===== src/rtl/i2c_reg_ctrl.sv =====
// i2c_reg_ctrl: sequences the bytes of an I2C register write or read through
// a byte-level bit engine (Cmd/Go/Tx_DATA out, Trans_Done/ack_o/Rx_DATA in).
module i2c_reg_ctrl #(
  parameter bit ABORT_ON_NACK = 1'b1
) (
  input  logic        Clk,
  input  logic        Rst,
  input  logic        Wr_req,
  input  logic        Rd_req,
  input  logic [6:0]  Dev_addr,
  input  logic [15:0] Reg_addr,
  input  logic        Addr_mode,
  input  logic [7:0]  Wr_data,
  output logic [7:0]  Rd_data,
  output logic        Busy,
  output logic        Done,
  output logic        Err,
  output logic [5:0]  Cmd,
  output logic        Go,
  output logic [7:0]  Tx_DATA,
  input  logic [7:0]  Rx_DATA,
  input  logic        Trans_Done,
  input  logic        ack_o
);

  localparam logic [5:0] CMD_WR   = 6'b000001;
  localparam logic [5:0] CMD_STA  = 6'b000010;
  localparam logic [5:0] CMD_RD   = 6'b000100;
  localparam logic [5:0] CMD_STO  = 6'b001000;
  localparam logic [5:0] CMD_NACK = 6'b100000;

  typedef enum logic [2:0] {
    S_IDLE   = 3'd0,
    S_ISSUE  = 3'd1,
    S_WAIT   = 3'd2,
    S_NEXT   = 3'd3,
    S_FINISH = 3'd4
  } state_t;

  state_t      state_reg;
  logic [2:0]  idx_reg;
  logic        is_read_reg;
  logic        mode_reg;
  logic [6:0]  dev_reg;
  logic [15:0] reg_addr_reg;
  logic [7:0]  wdata_reg;
  logic [5:0]  cmd_reg;
  logic [7:0]  tx_reg;
  logic        go_reg;
  logic        busy_reg;
  logic        done_reg;
  logic        err_reg;
  logic [7:0]  rd_data_reg;

  logic [2:0]  last_idx;
  logic [2:0]  idx_next;
  logic        nack_seen;
  logic [13:0] first_byte;
  logic [13:0] next_byte;

  // Returns {cmd, tx} for byte slot idx. In 8-bit address mode the register
  // high byte slot is skipped, so slots after 0 shift up by one to share the
  // same decode as 16-bit mode.
  function automatic logic [13:0] byte_sel(
    input logic        rd,
    input logic        mode,
    input logic [6:0]  dev,
    input logic [15:0] ra,
    input logic [7:0]  wd,
    input logic [2:0]  idx
  );
    logic [2:0] kind;
    kind = mode ? idx : ((idx == 3'd0) ? 3'd0 : idx + 3'd1);
    case (kind)
      3'd0:    byte_sel = {CMD_STA | CMD_WR, dev, 1'b0};
      3'd1:    byte_sel = {CMD_WR, ra[15:8]};
      3'd2:    byte_sel = {CMD_WR, ra[7:0]};
      3'd3:    byte_sel = rd ? {CMD_STA | CMD_WR, dev, 1'b1}
                             : {CMD_WR | CMD_STO, wd};
      default: byte_sel = {CMD_RD | CMD_NACK | CMD_STO, 8'h00};
    endcase
  endfunction

  // Byte-list length and per-byte decode for the latched transaction
  assign last_idx   = is_read_reg ? (mode_reg ? 3'd4 : 3'd3)
                                  : (mode_reg ? 3'd3 : 3'd2);
  assign idx_next   = idx_reg + 3'd1;
  assign nack_seen  = cmd_reg[0] & ack_o;
  assign first_byte = byte_sel(~Wr_req, Addr_mode, Dev_addr, Reg_addr, Wr_data, 3'd0);
  assign next_byte  = byte_sel(is_read_reg, mode_reg, dev_reg, reg_addr_reg,
                               wdata_reg, idx_next);

  // Transaction FSM with registered engine-side and status outputs
  always_ff @(posedge Clk) begin
    if (Rst) begin
      state_reg    <= S_IDLE;
      idx_reg      <= 3'd0;
      is_read_reg  <= 1'b0;
      mode_reg     <= 1'b0;
      dev_reg      <= 7'd0;
      reg_addr_reg <= 16'd0;
      wdata_reg    <= 8'd0;
      cmd_reg      <= 6'd0;
      tx_reg       <= 8'd0;
      go_reg       <= 1'b0;
      busy_reg     <= 1'b0;
      done_reg     <= 1'b0;
      err_reg      <= 1'b0;
      rd_data_reg  <= 8'd0;
    end else begin
      go_reg   <= 1'b0;
      done_reg <= 1'b0;
      case (state_reg)
        S_IDLE: begin
          if (Wr_req || Rd_req) begin
            // Write has priority when both requests arrive together
            is_read_reg       <= ~Wr_req;
            mode_reg          <= Addr_mode;
            dev_reg           <= Dev_addr;
            reg_addr_reg      <= Reg_addr;
            wdata_reg         <= Wr_data;
            idx_reg           <= 3'd0;
            {cmd_reg, tx_reg} <= first_byte;
            go_reg            <= 1'b1;
            busy_reg          <= 1'b1;
            err_reg           <= 1'b0;
            state_reg         <= S_ISSUE;
          end
        end
        S_ISSUE: begin
          state_reg <= S_WAIT;
        end
        S_WAIT: begin
          if (Trans_Done) begin
            if (cmd_reg[2]) begin
              rd_data_reg <= Rx_DATA;
            end
            state_reg <= S_NEXT;
          end
        end
        S_NEXT: begin
          if (nack_seen) begin
            err_reg <= 1'b1;
          end
          // An abort on NACK skips the remaining bytes, including the STOP
          if ((idx_reg == last_idx) || (ABORT_ON_NACK && nack_seen)) begin
            cmd_reg   <= 6'd0;
            tx_reg    <= 8'd0;
            done_reg  <= 1'b1;
            busy_reg  <= 1'b0;
            state_reg <= S_FINISH;
          end else begin
            idx_reg           <= idx_next;
            {cmd_reg, tx_reg} <= next_byte;
            go_reg            <= 1'b1;
            state_reg         <= S_ISSUE;
          end
        end
        S_FINISH: begin
          state_reg <= S_IDLE;
        end
        default: begin
          state_reg <= S_IDLE;
        end
      endcase
    end
  end

  assign Cmd     = cmd_reg;
  assign Tx_DATA = tx_reg;
  assign Go      = go_reg;
  assign Busy    = busy_reg;
  assign Done    = done_reg;
  assign Err     = err_reg;
  assign Rd_data = rd_data_reg;

endmodule

===== config.mk =====
export PLATFORM = sky130hd
export DESIGN_NAME = i2c_reg_ctrl
export DESIGN_NICKNAME = d
export VERILOG_FILES = /design/src/rtl/i2c_reg_ctrl.sv
export SDC_FILE = /design/constraint.sdc
export NUM_CORES = 1
export LEC_CHECK = 0
export BUFFER_PORTS_ARGS = -buffer_cell sky130_fd_sc_hd__buf_4
export CORE_UTILIZATION = 48
export DETAILED_ROUTE_END_ITERATION = 6
export PLACE_DENSITY_LB_ADDON = 0.1
export SYNTH_ARGS = -nofsm -noshare
export SYNTH_HDL_FRONTEND = slang
export SYNTH_SLANG_ARGS = --single-unit

===== constraint.sdc =====
create_clock -name Clk -period 1.9 [get_ports Clk]
set_input_delay 0.095 -clock Clk [delete_from_list [all_inputs] [get_ports Clk]]
set_output_delay 0.095 -clock Clk [all_outputs]
set_load 0.01 [all_outputs]

### After elaboration in Yosys (flattened, before gate mapping)

Cells that the tools add are included.

* add/subtract/negate cells: 2
* equal/unequal tests: 12
* multiplexer cells: 30
* bitwise operators: 3
* reductions and logical operators: 14

Operator list (count)
* case mux 14 bit (4 select lines): 1
* 2-to-1 mux 3 bit: 9
* 2-to-1 mux 8 bit: 2
* case mux 8 bit (2 select lines): 1
* equality test 3 x 2 -> 1 bit, second input constant: 4
* 2-to-1 mux 12 bit: 1
* 2-to-1 mux 6 bit: 2
* case mux 3 bit (4 select lines): 1
* case mux 6 bit (2 select lines): 1
* AND reduction 3 bit: 4
* != test 2 bit, second input constant: 5
* logical NOT 3 bit: 3
* 2-to-1 mux 1 bit: 8
* adder 3 x 1 -> 3 bit, second input constant: 2
* equality test 3 x 1 -> 1 bit, second input constant: 2
* case mux 1 bit (2 select lines): 3
* case mux 3 bit (2 select lines): 1
* AND reduction 2 bit: 3
* equality test 3 bit: 1
* logical OR 1 bit: 2
* inverter 1 bit: 2
* nonzero test 2 bit: 1
* OR reduction 2 bit: 1
* bitwise AND 1 bit: 1

* register bits after elaboration: 65
* bits of input ports: 46
* output and inout bits: 26
* logic and storage cells: 75

### Longest topological paths before layout

* word-level depth: 8
* depth in mapped cells: 9

### Worst setup path after synthesis

OpenSTA, ideal clock, no wires.

* path kind: reg2reg
* start point: register idx_reg[1]
* end point: register tx_reg[4] (netlist: Tx_DATA[4])
* data arrival time: 1750 ps
* slack: 19 ps
* stages on the path, launching flop included: 8
* path buffers: 0
* clock period less this slack: 1881 ps
* cells stage by stage: dfxtp_1 > ha_1 > ha_1 > and2b_4 > o21ai_2 > mux2i_2 > a211oi_1 > o22ai_1

* word-level cells in the longest chain between the ends: 8
* elaborated cells on any way between the ends: 14
* those cells by class: add/sub: 2; eq/ne: 4; mux: 5; reduce/logical: 3

RTL lines
* start: declaration: line 41 `logic [2:0] idx_reg;`
* start signal: assignment: line 153 `idx_reg <= idx_next;`
* adder 3 x 1 -> 3 bit: line 87 `assign idx_next = idx_reg + 3'd1;`
* adder 3 x 1 -> 3 bit or logical NOT 3 bit (tied branches): line 73 `kind = mode ? idx : ((idx == 3'd0) ? 3'd0 : idx + 3'd1);`
* 2-to-1 mux 3 bit (2 in a row): line 73
* equality test 3 x 2 -> 1 bit, or another cell as far along: line 74 `case (kind)`
* case mux 14 bit (4 select lines): line 74
* 2-to-1 mux 8 bit *: line 146 `if ((idx_reg == last_idx) || (ABORT_ON_NACK && nack_seen)) begin`
* case mux 8 bit (2 select lines) *: line 113 `case (state_reg)`
* end signal: assignment: line 123 `{cmd_reg, tx_reg} <= first_byte;`
* end signal: assignment: line 154 `{cmd_reg, tx_reg} <= next_byte;`
* end: declaration: line 48 `logic [7:0] tx_reg;`

Every way passes the cells marked *; elsewhere a longest branch is shown, timed or not.
A chain may end at the register's enable or synchronous reset.

### Worst setup path in the final report

* start point: register idx_reg[0]
* end point: register tx_reg[4] (netlist: Tx_DATA[4])

The elaborated chain is that of the path after synthesis.

==> flow_metrics.tcl <==
set metrics [dict create \
    status "finished, final reports clean" \
    reg2regPathDepth 7 \
    finalClockSkew_ps 7.63 \
    drtAntennaViolNets 0 \
    crit_cells 7 \
    syn-num-nets 392 \
    cts.sinks 63 \
    grt_max_degree 44 \
    coreArea_um2 5920 \
    r2r_slack_ps 50 \
    rr_startpoint "idx_reg[0]" \
    synth_area_per_cell_um2 8.63 \
    fin_crit_sh_pct 97.6 \
    dp.final_hpwl_um 4880 \
    ys_top_cells_by_area "dfxtp_1 (43%), nand2_1 (9.1%), a21oi_1 (7.1%)" \
    crit_fanout 7 \
    antenna_found_initial 0 \
    vias 2790 \
    finish.utilization_pct 71.4 \
    largest_reg_flops 16 \
    grt_pass1_vias 2600 \
    area_growth_syn_to_layout_pct 43.6 \
    start_util_pct 49.7 \
    required_ps 2110 \
    holdPathEnd "reg_addr_reg[8]" \
    relSlewSlack_pct 53.8 \
    min_period_ps 1850 \
    seq_area_frac_synth_pct 42.9 \
    fmax_mhz 539 \
    die_h_um 80.3 \
    clkSlewWorstSetupHoldPaths_ps 70 \
    post_layout_nonfiller_instances 526 \
    ys_ff_latch 63 \
    ys.flop_type "dfxtp_1" \
    hold_path_class "in -> reg" \
    yosysTopAreaCell "dfxtp_1" \
    p_leak_nw 1.73 \
    critPathLaunch "idx_reg[0]" \
    cp-end-kind "register" \
    place.gp.congestion 0.777 \
    ys_warn_count 0 \
    cts_buffer_depth 2 \
    p_seq_share_pct 40.8 \
    dp_cells 479 \
    p_clk_share_pct 32.8 \
    io_buffers 70 \
    min_from "Reg_addr[8]" \
    drc 0 \
    dpl_cell_area_um2 3580 \
    overflow 0 \
    r2r-end "Tx_DATA[4]" \
    viasPerCell 5.30 \
    die_w_um 80.3 \
    ys_types 54 \
    setup_viol 0 \
    postSynthCellCount 341 \
    dr.pass1.iters 4 \
    finalSetupTns_ps 0 \
    nNetsFinal 498 \
    cts_buffers 9 \
    cts_root_buf "clkbuf_8" \
    cp_slowest_cell "ha_4" \
    worstPathArrival_ps 2070 \
    n_fill_cell 462 \
    cellPowerDensity_nw_per_um2 924 \
    htreeDepth 3 \
    crit_type "reg -> reg" \
    synth_edf_count 0 \
    wire_per_inst_um 14.4 \
    critPathTopFamily "compound AO/OA/AOI/OAI gates" \
    sw_frac_of_total_pct 30.2 \
    hold_viol_final 0 \
    cap_viol_max_count 0 \
    combPwrFrac_pct 26.4 \
    path_buf_inv 0 \
    synth_top_area_share_pct 42.9 \
    p_int_mw 2.72 \
    drive_gt1_share_pct 31.5 \
    crit_chain "ha_2 > ha_4 > and2b_4 > o21ai_4 > mux2i_4 > a211oi_2 > o22ai_1" \
    antennaDiodeCount 0 \
    ios 72 \
    grt_pass1_wl_um 12200 \
    rows 28 \
    wl_um 7590 \
    grtUsageTotal_pct 25.0 \
    holdPathStages 3 \
    drtIter0Drc 110 \
    synth_async_sr_flop_share_pct 0 \
    ir_worst_vdd_v 0.000734 \
    cpPeakStageDelay_ps 320 \
    dieArea_um2 6450 \
    slew_viol_final 0 \
    fin_area_um2 4230 \
    insertion_delay_ps 340 \
    cp-start-kind "register" \
    netlist_area_um2 2940 \
    cts_tree "done" \
    tightest_slew_ps 693 \
    switchingPower_mw 1.18 \
]
worst max path at each step:
stage | endpoint | slack [ps]
after floorplan | Tx_DATA[4] | 20
after detailed placement | Tx_DATA[2] | -110
after global placement | Tx_DATA[6] | -20
after global routing | Tx_DATA[2] | -7
final | Tx_DATA[4] | 50
after CTS | Tx_DATA[5] | 10
worst register-to-register path, stage by stage, from the launching register on:
cell,delay (ps)
dfxtp_1,310
ha_2,200
ha_4,320
and2b_4,220
o21ai_4,190
mux2i_4,160
a211oi_2,240
o22ai_1,100
layout make-up:
class | count | area, um^2 | area share (%)
clock buffer | 12 | 145 | 3.43
clock inverter | 3 | 67.6 | 1.60
inverter | 5 | 18.8 | 0.444
multi-input combinational | 250 | 1650 | 39.0
sequential | 63 | 1260 | 29.8
tap | 75 | 93.8 | 2.22
timing repair buffer | 118 | 990 | 23.4
cell families (layout without fill, tap and decap cells):
kind of cell	Yosys count	after routing	synth area share (%)
compound gates	93	93	20.8
flops	63	63	42.9
simple gates	122	122	18.6
xor+xnor	5	5	2.00
fa+ha+maj	5	5	2.13
mux	24	24	8.59
buf+inv	28	138	4.93
other cells	1	1	0.127
cells in the mapped netlist, types with 2 or more instances:
library cell and number:
a211oi_1 7, nor3_1 9, inv_1 4, o21ai_2 4, a21oi_1 42, o22ai_1 8, buf_2 4, nor2_2 2
xnor2_2 2, nand2_1 71, dfxtp_1 63, nor2_1 24, buf_4 7, mux2_2 7, nand3_1 2, a21boi_0 13
ha_1 5, nand3b_1 2, mux2i_1 16, xnor2_1 2, o21ai_0 5, clkbuf_1 10
cell usage in the layout (no fill, tap or decap), drive strengths merged, types with 2 or more instances in the layout:
master       netlist  layout
a211oi             8       8
a21boi            13      13
a21oi             42      42
a31oi              2       2
and2b              3       3
buf               12      88
bufinv             0       2
clkbuf            11      12
dfxtp             63      63
dlygate4sd3        0      30
ha                 5       5
inv                5       5
mux2               7       7
mux2i             17      17
nand2             72      72
nand3              2       2
nand3b             2       2
nor2              27      27
nor3              10      10
nor3b              2       2
o211ai             2       2
o21ai             10      10
o22ai              8       8
xnor2              4       4
power by group through the flow:
| stage | sequential [mW] | combinational, mW | clock [mW] |
|---|---|---|---|
| 6_report | 1.59 | 1.03 | 1.28 |
| 5_1_grt | 1.61 | 1.14 | 1.36 |
| 4_1_cts | 1.59 | 1.00 | 1.30 |
| 3_5_place_dp | 1.61 | 0.938 | 0 |
| 3_3_place_gp | 1.61 | 0.922 | 0 |
| 2_1_floorplan | 1.58 | 0.641 | 0 |
metrics by stage:
| step | setup slack, ps | hold WS, ps | total power [mW] |
|---|---|---|---|
| 3_3_place_gp | -22.3 | 307 | 2.53 |
| 6_report | 45.0 | 9.86 | 3.91 |
| 2_1_floorplan | 19.4 | 192 | 2.22 |
| 5_1_grt | -6.89 | 2.99 | 4.10 |
| 4_1_cts | 14.5 | 1.04 | 3.89 |
| 3_5_place_dp | -113 | 317 | 2.55 |
what timing repair did:
action / in CTS / in global routing
resized for setup: 5 / 20
hold buffers: 30 / 0
setup buffers: 0 / 2
pin swaps: 0 / 11
setup endpoints to repair: 9 / 10
endpoints found under the hold margin: 30 / 0
routing by layer:
| layer | GRT usage (%) | share of wire, % |
|---|---|---|
| met5 | 0 | 0 |
| met4 | 8.21 | 1.3 |
| met3 | 7.27 | 5.0 |
| met2 | 41.1 | 49 |
| met1 | 31.2 | 45 |
No activity file was read; power rests on OpenSTA's default activity.
